--- config.mk ---
export PLATFORM = sky130hd
export DESIGN_NAME = otter_fetch_stage_flat
export DESIGN_NICKNAME = d
export VERILOG_FILES = /design/src/rtl/otter_pl_pkg.sv /design/src/rtl/otter_fetch_stage_if.sv /design/src/rtl/otter_fetch_skid.sv /design/src/rtl/otter_fetch_stage.sv /design/src/flat_wrapper.sv
export SDC_FILE = /design/constraint.sdc
export NUM_CORES = 1
export LEC_CHECK = 0
export ABC_AREA = 1
export CAP_MARGIN = 25
export CORE_UTILIZATION = 40
export DETAILED_ROUTE_END_ITERATION = 8
export GPL_TIMING_DRIVEN = 0
export PLACE_DENSITY = 0.66
export SYNTH_ARGS = -nofsm -noshare
export SYNTH_HDL_FRONTEND = slang
export SYNTH_SLANG_ARGS = --single-unit
--- constraint.sdc ---
create_clock -name CLK -period 2.6 [get_ports CLK]
set_input_delay 0.39 -clock CLK [delete_from_list [all_inputs] [get_ports CLK]]
set_output_delay 0.39 -clock CLK [all_outputs]
set_load 0.1 [all_outputs]
--- src/rtl/otter_pl_pkg.sv ---
// Shared types for the OTTER pipelined front end.
//  fetch_state_t : fetch sequencer states
//  if_id_t       : IF/ID pipeline register contents
//  skid_entry_t  : one parked instruction {ir, pc}
//  NOP_INSTR     : bubble instruction (addi x0,x0,0)
package otter_pl_pkg;

  typedef enum logic [1:0] {
    FILL = 2'd0,  // no response in flight
    RUN  = 2'd1,  // response for req_pc is on imem_rdata this cycle
    HOLD = 2'd2   // skid full, nothing in flight
  } fetch_state_t;

  typedef struct packed {
    logic [31:0] ir;
    logic [31:0] pc;
    logic [31:0] next_pc;
    logic        valid;
  } if_id_t;

  typedef struct packed {
    logic [31:0] ir;
    logic [31:0] pc;
  } skid_entry_t;

  localparam logic [31:0] NOP_INSTR = 32'h0000_0013;

  function automatic if_id_t if_id_bubble(input logic [31:0] nop);
    if_id_t b;
    b.ir      = nop;
    b.pc      = '0;
    b.next_pc = '0;
    b.valid   = 1'b0;
    return b;
  endfunction

endpackage

--- src/rtl/otter_fetch_stage_if.sv ---
// Bus bundle between the fetch stage, instruction memory port, hazard unit,
// EX redirect source and decode.
//  master : fetch stage side (drives imem request, IF/ID, misaligned pulse)
//  slave  : environment side (memory, hazard unit, EX, decode)
interface otter_fetch_stage_if;
  logic        stall;
  logic        redirect;
  logic [31:0] redirect_pc;
  logic [31:0] imem_addr;
  logic        imem_rden;
  logic [31:0] imem_rdata;
  logic [31:0] if_id_ir;
  logic [31:0] if_id_pc;
  logic [31:0] if_id_next_pc;
  logic        if_id_valid;
  logic        misaligned_redirect;

  modport master (
    input  stall, redirect, redirect_pc, imem_rdata,
    output imem_addr, imem_rden,
    output if_id_ir, if_id_pc, if_id_next_pc, if_id_valid,
    output misaligned_redirect
  );

  modport slave (
    output stall, redirect, redirect_pc, imem_rdata,
    input  imem_addr, imem_rden,
    input  if_id_ir, if_id_pc, if_id_next_pc, if_id_valid,
    input  misaligned_redirect
  );
endinterface

--- src/rtl/otter_fetch_skid.sv ---
// One-entry holding register for an instruction that returned from memory
// while decode was stalled.
//  clk_i, rst_i : clock, synchronous active-high reset
//  load_i       : capture entry_i, mark full
//  clear_i      : mark empty (wins over load_i)
//  entry_i      : {ir, pc} to park
//  entry_o      : parked {ir, pc}
//  valid_o      : entry is full
module otter_fetch_skid
  import otter_pl_pkg::*;
(
  input  logic        clk_i,
  input  logic        rst_i,
  input  logic        load_i,
  input  logic        clear_i,
  input  skid_entry_t entry_i,
  output skid_entry_t entry_o,
  output logic        valid_o
);

  skid_entry_t entry_q;
  logic        valid_q;

  always_ff @(posedge clk_i) begin
    if (rst_i) begin
      entry_q <= '0;
      valid_q <= 1'b0;
    end else if (clear_i) begin
      valid_q <= 1'b0;
    end else if (load_i) begin
      entry_q <= entry_i;
      valid_q <= 1'b1;
    end
  end

  assign entry_o = entry_q;
  assign valid_o = valid_q;

endmodule

--- src/rtl/otter_fetch_stage.sv ---
// OTTER instruction-fetch stage. Owns the PC, issues word reads to a
// 1-cycle-latency synchronous instruction port, and drives the IF/ID
// register. Decode stalls are absorbed by a 1-entry skid buffer; EX
// redirects flush IF and IF/ID and restart fetch at the target.
//  CLK, RESET : clock, synchronous active-high reset
//  bus        : otter_fetch_stage_if.master
//    stall, redirect, redirect_pc   control from hazard unit / EX
//    imem_addr, imem_rden, imem_rdata instruction memory port
//    if_id_ir/pc/next_pc/valid       IF/ID register to decode
//    misaligned_redirect             redirect target had low bits set
module otter_fetch_stage
  import otter_pl_pkg::*;
#(
  parameter logic [31:0] RESET_VEC = 32'h0000_0000,
  parameter logic [31:0] NOP_INSTR = otter_pl_pkg::NOP_INSTR
) (
  input logic                 CLK,
  input logic                 RESET,
  otter_fetch_stage_if.master bus
);

  fetch_state_t state_q, state_d;
  logic [31:0]  pc_q, pc_d;
  logic [31:0]  req_pc_q, req_pc_d;   // address of the request now in flight
  if_id_t       if_id_q, if_id_d;

  logic         issue;
  logic         skid_load, skid_clear, skid_valid;
  skid_entry_t  skid_in, skid_out;
  logic [31:0]  redirect_tgt;

  // Low two bits are dropped rather than trapping here; the pulse lets the
  // rest of the core see that it happened.
  assign redirect_tgt = {bus.redirect_pc[31:2], 2'b00};

  // ---------------------------------------------------------------- state reg
  always_ff @(posedge CLK) begin
    if (RESET) begin
      state_q  <= FILL;
      pc_q     <= RESET_VEC;
      req_pc_q <= '0;
      if_id_q  <= if_id_bubble(NOP_INSTR);
    end else begin
      state_q  <= state_d;
      pc_q     <= pc_d;
      req_pc_q <= req_pc_d;
      if_id_q  <= if_id_d;
    end
  end

  // ---------------------------------------------------------------- next state
  always_comb begin
    state_d = state_q;
    if (bus.redirect) begin
      state_d = FILL;
    end else if (bus.stall) begin
      // Only RUN has data arriving that must be parked.
      if (state_q == RUN) state_d = HOLD;
    end else begin
      state_d = RUN;
    end
  end

  // ---------------------------------------------------------------- outputs
  always_comb begin
    pc_d       = pc_q;
    req_pc_d   = req_pc_q;
    if_id_d    = if_id_q;
    skid_load  = 1'b0;
    skid_clear = 1'b0;
    issue      = 1'b0;
    skid_in.ir = bus.imem_rdata;
    skid_in.pc = req_pc_q;

    if (bus.redirect) begin
      // Flush even under stall: whatever IF/ID holds is wrong-path.
      pc_d       = redirect_tgt;
      if_id_d    = if_id_bubble(NOP_INSTR);
      skid_clear = 1'b1;
    end else if (bus.stall) begin
      if (state_q == RUN) skid_load = 1'b1;
    end else begin
      issue = 1'b1;
      case (state_q)
        RUN: begin
          if_id_d.ir      = bus.imem_rdata;
          if_id_d.pc      = req_pc_q;
          if_id_d.next_pc = req_pc_q + 32'd4;
          if_id_d.valid   = 1'b1;
        end
        HOLD: begin
          // No request was issued while parked, so the skid holds exactly
          // the next instruction in program order.
          if_id_d.ir      = skid_out.ir;
          if_id_d.pc      = skid_out.pc;
          if_id_d.next_pc = skid_out.pc + 32'd4;
          if_id_d.valid   = skid_valid;
          skid_clear      = 1'b1;
        end
        default: if_id_d = if_id_bubble(NOP_INSTR);
      endcase
    end

    if (issue) begin
      req_pc_d = pc_q;
      pc_d     = pc_q + 32'd4;
    end
  end

  otter_fetch_skid u_skid (
    .clk_i   (CLK),
    .rst_i   (RESET),
    .load_i  (skid_load),
    .clear_i (skid_clear),
    .entry_i (skid_in),
    .entry_o (skid_out),
    .valid_o (skid_valid)
  );

  assign bus.imem_addr           = pc_q;
  assign bus.imem_rden           = !RESET && issue;
  // Combinational pulse in the cycle the misaligned redirect is accepted.
  assign bus.misaligned_redirect = !RESET && bus.redirect && (bus.redirect_pc[1:0] != 2'b00);
  assign bus.if_id_ir            = if_id_q.ir;
  assign bus.if_id_pc            = if_id_q.pc;
  assign bus.if_id_next_pc       = if_id_q.next_pc;
  assign bus.if_id_valid         = if_id_q.valid;

endmodule

--- src/flat_wrapper.sv ---
// flat-port wrapper written by rule: the top's interface ports become plain ports
module otter_fetch_stage_flat import otter_pl_pkg::*;
#(
  parameter logic [31:0] RESET_VEC = 32'h0000_0000,
  parameter logic [31:0] NOP_INSTR = otter_pl_pkg::NOP_INSTR
)
  (CLK, RESET, bus_stall, bus_redirect, bus_redirect_pc, bus_imem_rdata, bus_imem_addr, bus_imem_rden, bus_if_id_ir, bus_if_id_pc, bus_if_id_next_pc, bus_if_id_valid, bus_misaligned_redirect);
  otter_fetch_stage_if bus_i ();
  input logic CLK;
  input logic RESET;
  input wire logic [$bits(bus_i.stall)-1:0] bus_stall;
  input wire logic [$bits(bus_i.redirect)-1:0] bus_redirect;
  input wire logic [$bits(bus_i.redirect_pc)-1:0] bus_redirect_pc;
  input wire logic [$bits(bus_i.imem_rdata)-1:0] bus_imem_rdata;
  output wire logic [$bits(bus_i.imem_addr)-1:0] bus_imem_addr;
  output wire logic [$bits(bus_i.imem_rden)-1:0] bus_imem_rden;
  output wire logic [$bits(bus_i.if_id_ir)-1:0] bus_if_id_ir;
  output wire logic [$bits(bus_i.if_id_pc)-1:0] bus_if_id_pc;
  output wire logic [$bits(bus_i.if_id_next_pc)-1:0] bus_if_id_next_pc;
  output wire logic [$bits(bus_i.if_id_valid)-1:0] bus_if_id_valid;
  output wire logic [$bits(bus_i.misaligned_redirect)-1:0] bus_misaligned_redirect;
  assign bus_i.stall = bus_stall;
  assign bus_i.redirect = bus_redirect;
  assign bus_i.redirect_pc = bus_redirect_pc;
  assign bus_i.imem_rdata = bus_imem_rdata;
  assign bus_imem_addr = bus_i.imem_addr;
  assign bus_imem_rden = bus_i.imem_rden;
  assign bus_if_id_ir = bus_i.if_id_ir;
  assign bus_if_id_pc = bus_i.if_id_pc;
  assign bus_if_id_next_pc = bus_i.if_id_next_pc;
  assign bus_if_id_valid = bus_i.if_id_valid;
  assign bus_misaligned_redirect = bus_i.misaligned_redirect;
  otter_fetch_stage #(.RESET_VEC(RESET_VEC), .NOP_INSTR(NOP_INSTR)) u_core (.CLK(CLK), .RESET(RESET), .bus(bus_i));
endmodule
==> flow_metrics.env <==
export IMPL_overflow=0
export IMPL_grt_max_degree=20
export IMPL_cts_tree="yes"
export IMPL_antenna_found_initial=1
export IMPL_grt_use_total_pct=26.13
export IMPL_diodes=0
export IMPL_cts_buffers=24
export IMPL_path_buf_inv=1
export IMPL_port_buffers=195
export IMPL_clock_sinks=219
export IMPL_yosysWarnings=0
export IMPL_yosysUniqueCellTypes=46
export IMPL_final_hold_violation_count=0
export IMPL_final_layout_size_suffix_gt1_share_pct=8.844
export IMPL_fmax_ghz=0.3917
export IMPL_cp_depth=1
export IMPL_syn_area_um2=10170
export IMPL_synth_seq_cells=219
export IMPL_r2r_end="u_core.bus.if_id_next_pc[14]"
export IMPL_swShare_pct=26.83
export IMPL_synth_ff_type="dfxtp_1"
export IMPL_min_period_ns=2.553
export IMPL_final_cell_area_um2=13330
export IMPL_start_util_pct=41.34
export IMPL_power_frac_clock_pct=43.7
export IMPL_end_kind="output port"
export IMPL_io_pins=199
export IMPL_r2r_start="u_core.state_q[0]"
export IMPL_ys_seq_area_share_pct=43.10
export IMPL_power_mw=7.833
export IMPL_die_h_um=161.5
export IMPL_viasPerCell=5.248
export IMPL_die_w_um=161.5
export IMPL_reg2reg_slack_ns=0.22
export IMPL_rsz0062_at_grt="no"
export IMPL_hold_slack_ns=0.4082
export IMPL_fillCellCount=2420
export IMPL_synth_edf_count=0
export IMPL_crit_type="flip-flop to output port"
export IMPL_area_growth_pct=31.08
export IMPL_relSlewSlack_pct=29.88
export IMPL_gp_congestion=0.9794
export IMPL_cts_hold_repair_buffers=0
export IMPL_reg2regPathDepth=15
export IMPL_grt_first_pass_wirelength_um=53450
export IMPL_grt_pass1_vias=9521
export IMPL_h_tree_depth=1
export IMPL_finClkSkew_ns=0.01891
export IMPL_slowest_delay_ns=1.18
export IMPL_postCtsSetupBuffers=0
export IMPL_synth_avg_cell_area_um2=7.355
export IMPL_coreArea_um2=24600
export IMPL_pwr_share_comb_pct=11.5
export IMPL_vias=10190
export IMPL_fin_crit_sh_pct=98.19
export IMPL_cp_max_fo=6
export IMPL_dpl_hpwl_um=25800
export IMPL_p_leak_nw=5.239
export IMPL_cap_violations=0
export IMPL_worst_ep_arrival_time_ns=2.16
export IMPL_postRouteWirelength_um=34130
export IMPL_firstDrtPassIters=5
export IMPL_finalSetupTns_ns=0
export IMPL_clockRootBuffer="clkbuf_16"
export IMPL_synth_cells=1383
export IMPL_status="finished clean"
export IMPL_detail_route_wl_per_cell_um=17.58
export IMPL_drtIter0Drc=676
export IMPL_ant_nets=0
export IMPL_irDropWorstVdd_v=0.0004164
export IMPL_seq_power_share_pct=44.8
export IMPL_cp_required_ns=2.21
export IMPL_clockBufferDepth=3
export IMPL_postSynth_asyncResetShare_pct=0
export IMPL_hold_path_class="primary input to flip-flop"
export IMPL_switching_power_mw=2.102
export IMPL_maxSlewViolCount=0
export IMPL_crit_family="buffers and inverters"
export IMPL_p_int_mw=5.731
export IMPL_setup_viol=0
export IMPL_crit_chain="clkdlybuf4s50_1"
export IMPL_place_area_um2=12540
export IMPL_layout_nets=1677
export IMPL_crit_slowest_cell="clkdlybuf4s50_1"
export IMPL_worstSetupEndpoint="bus_imem_addr[6]"
export IMPL_clk_latency_ns=0.54
export IMPL_worst_pin_slew_ns=1.048
export IMPL_start_kind="flip-flop"
export IMPL_final_core_util_pct=54.19
export IMPL_crit_start="u_core.bus.imem_addr[6]"
export IMPL_clk_pin_slew_ns=0.06
export IMPL_dieArea_um2=26070
export IMPL_pwr_density_cell_nw_per_um2=587.4
export IMPL_drc=0
export IMPL_rows=57
## routing by layer
layer / track usage [%] / wire (um) / vias to the layer above
li1: - / - / 5039
met2: 40.26 / 14700 / 408
met3: 4.366 / 2516 / 58
met1: 37.03 / 16020 / 4679
met5: 0 / 11 / -
met4: 8.190 / 879 / 2
## registers in the layout, summed over array words and instances (netlist names)
register,cells
u_core.state_q,2
u_core.u_skid.valid_o,1
u_core.bus.if_id_ir,32
u_core.bus.if_id_valid,1
u_core.u_skid.entry_o,62
u_core.bus.if_id_next_pc,31
u_core.req_pc_q,30
u_core.bus.if_id_pc,30
u_core.bus.imem_addr,30
## cells in the mapped netlist (2+ instances only)
cell type | count | share of area [%]
nor3_1 | 9 | 0.44
o31ai_1 | 2 | 0.15
nand3_1 | 66 | 3.2
nand3_2 | 2 | 0.20
nand2_2 | 22 | 1.4
a211oi_1 | 37 | 2.7
a22oi_1 | 2 | 0.15
nand2_1 | 335 | 12
nand4_1 | 14 | 0.86
buf_6 | 8 | 0.89
ha_1 | 5 | 0.62
a22o_1 | 77 | 6.6
nor4_1 | 3 | 0.18
o21ai_2 | 5 | 0.43
nor2_2 | 10 | 0.62
nand3b_1 | 11 | 0.81
nor2_1 | 114 | 4.2
and2_1 | 2 | 0.12
inv_2 | 8 | 0.30
buf_4 | 7 | 0.52
buf_2 | 27 | 1.3
dfxtp_1 | 219 | 43
clkbuf_1 | 37 | 1.4
o21ai_0 | 96 | 4.7
buf_1 | 3 | 0.11
o21ai_1 | 11 | 0.54
nor2_4 | 8 | 0.89
o22ai_1 | 6 | 0.37
a31oi_1 | 8 | 0.49
a21oi_1 | 74 | 3.6
inv_1 | 131 | 4.8
o211ai_1 | 10 | 0.74
## layout by cell type (no fill, tap or decap), drive strengths merged, types with 2 or more instances in the layout
cell,count
o22ai,6
dlygate4sd2,3
clkdlybuf4s50,181
nand4,14
dlymetal6s2s,9
a21oi,74
o31ai,2
nor2,132
a22o,77
buf,45
dfxtp,219
nand3b,11
inv,140
a22oi,2
bufinv,2
nor4,3
nand3,68
o21ai,112
conb,2
a211oi,37
nor3,10
or2,2
ha,5
o211ai,10
a31oi,8
nand2,358
clkbuf,72
and2,2
clkinv,5
## cells by family (layout without fill, tap and decap cells)
family,Yosys count,count (layout),share of synthesized area [%]
buf+inv,225,458,9.631
other cells,1,2,0.03686
compound gates,332,332,20.93
flops,219,219,43.10
simple gates,601,601,25.68
fa+ha+maj,5,5,0.6150
## power by group through the flow
stage,Combinational [mW],Clock [mW],Sequential (mW)
after floorplan,0.365,0,3.77
after global placement,0.887,0,3.58
after detailed placement,0.893,0,3.58
after CTS,0.895,3.48,3.51
after global routing,0.967,3.62,3.52
final,0.903,3.42,3.51
## layout make-up
cell class	count	area [um^2]	share of cell area, %
inverter	142	536.8	4.026
tap	324	405.4	3.040
clock buffer	33	684.4	5.133
clock inverter	6	93.84	0.7038
timing repair buffer	195	1966	14.74
sequential	219	4384	32.88
multi-input combinational	940	4822	36.16
buffer	82	441.7	3.312
## worst min path at each step
stage,from,end,cells past startpoint
global placement,u_core.u_skid.entry_o[58],u_core.u_skid.entry_o[58],2
finish,bus_imem_rdata[21],u_core.u_skid.entry_o[53],3
CTS,bus_imem_rdata[21],u_core.u_skid.entry_o[53],3
detailed placement,u_core.bus.if_id_next_pc[28],u_core.bus.if_id_next_pc[28],2
floorplan,u_core.u_skid.entry_o[54],u_core.u_skid.entry_o[54],2
global route,bus_imem_rdata[21],u_core.u_skid.entry_o[53],3
## metrics by stage
stage          instances  worst slack (ns)
2_1_floorplan       1384            0.1486
3_3_place_gp        1903            -1.031
3_5_place_dp        1903            -1.002
4_1_cts             1941          0.004573
5_1_grt             1941         0.0002787
6_report            1941           0.04708
## repair_timing
item                                    in CTS  in global routing
pin swaps                                    0                  1
gates resized for setup                     14                 12
hold endpoints to repair                     0                  0
endpoints found under the setup margin       5                 12
Power figures use the tool's default switching activity.
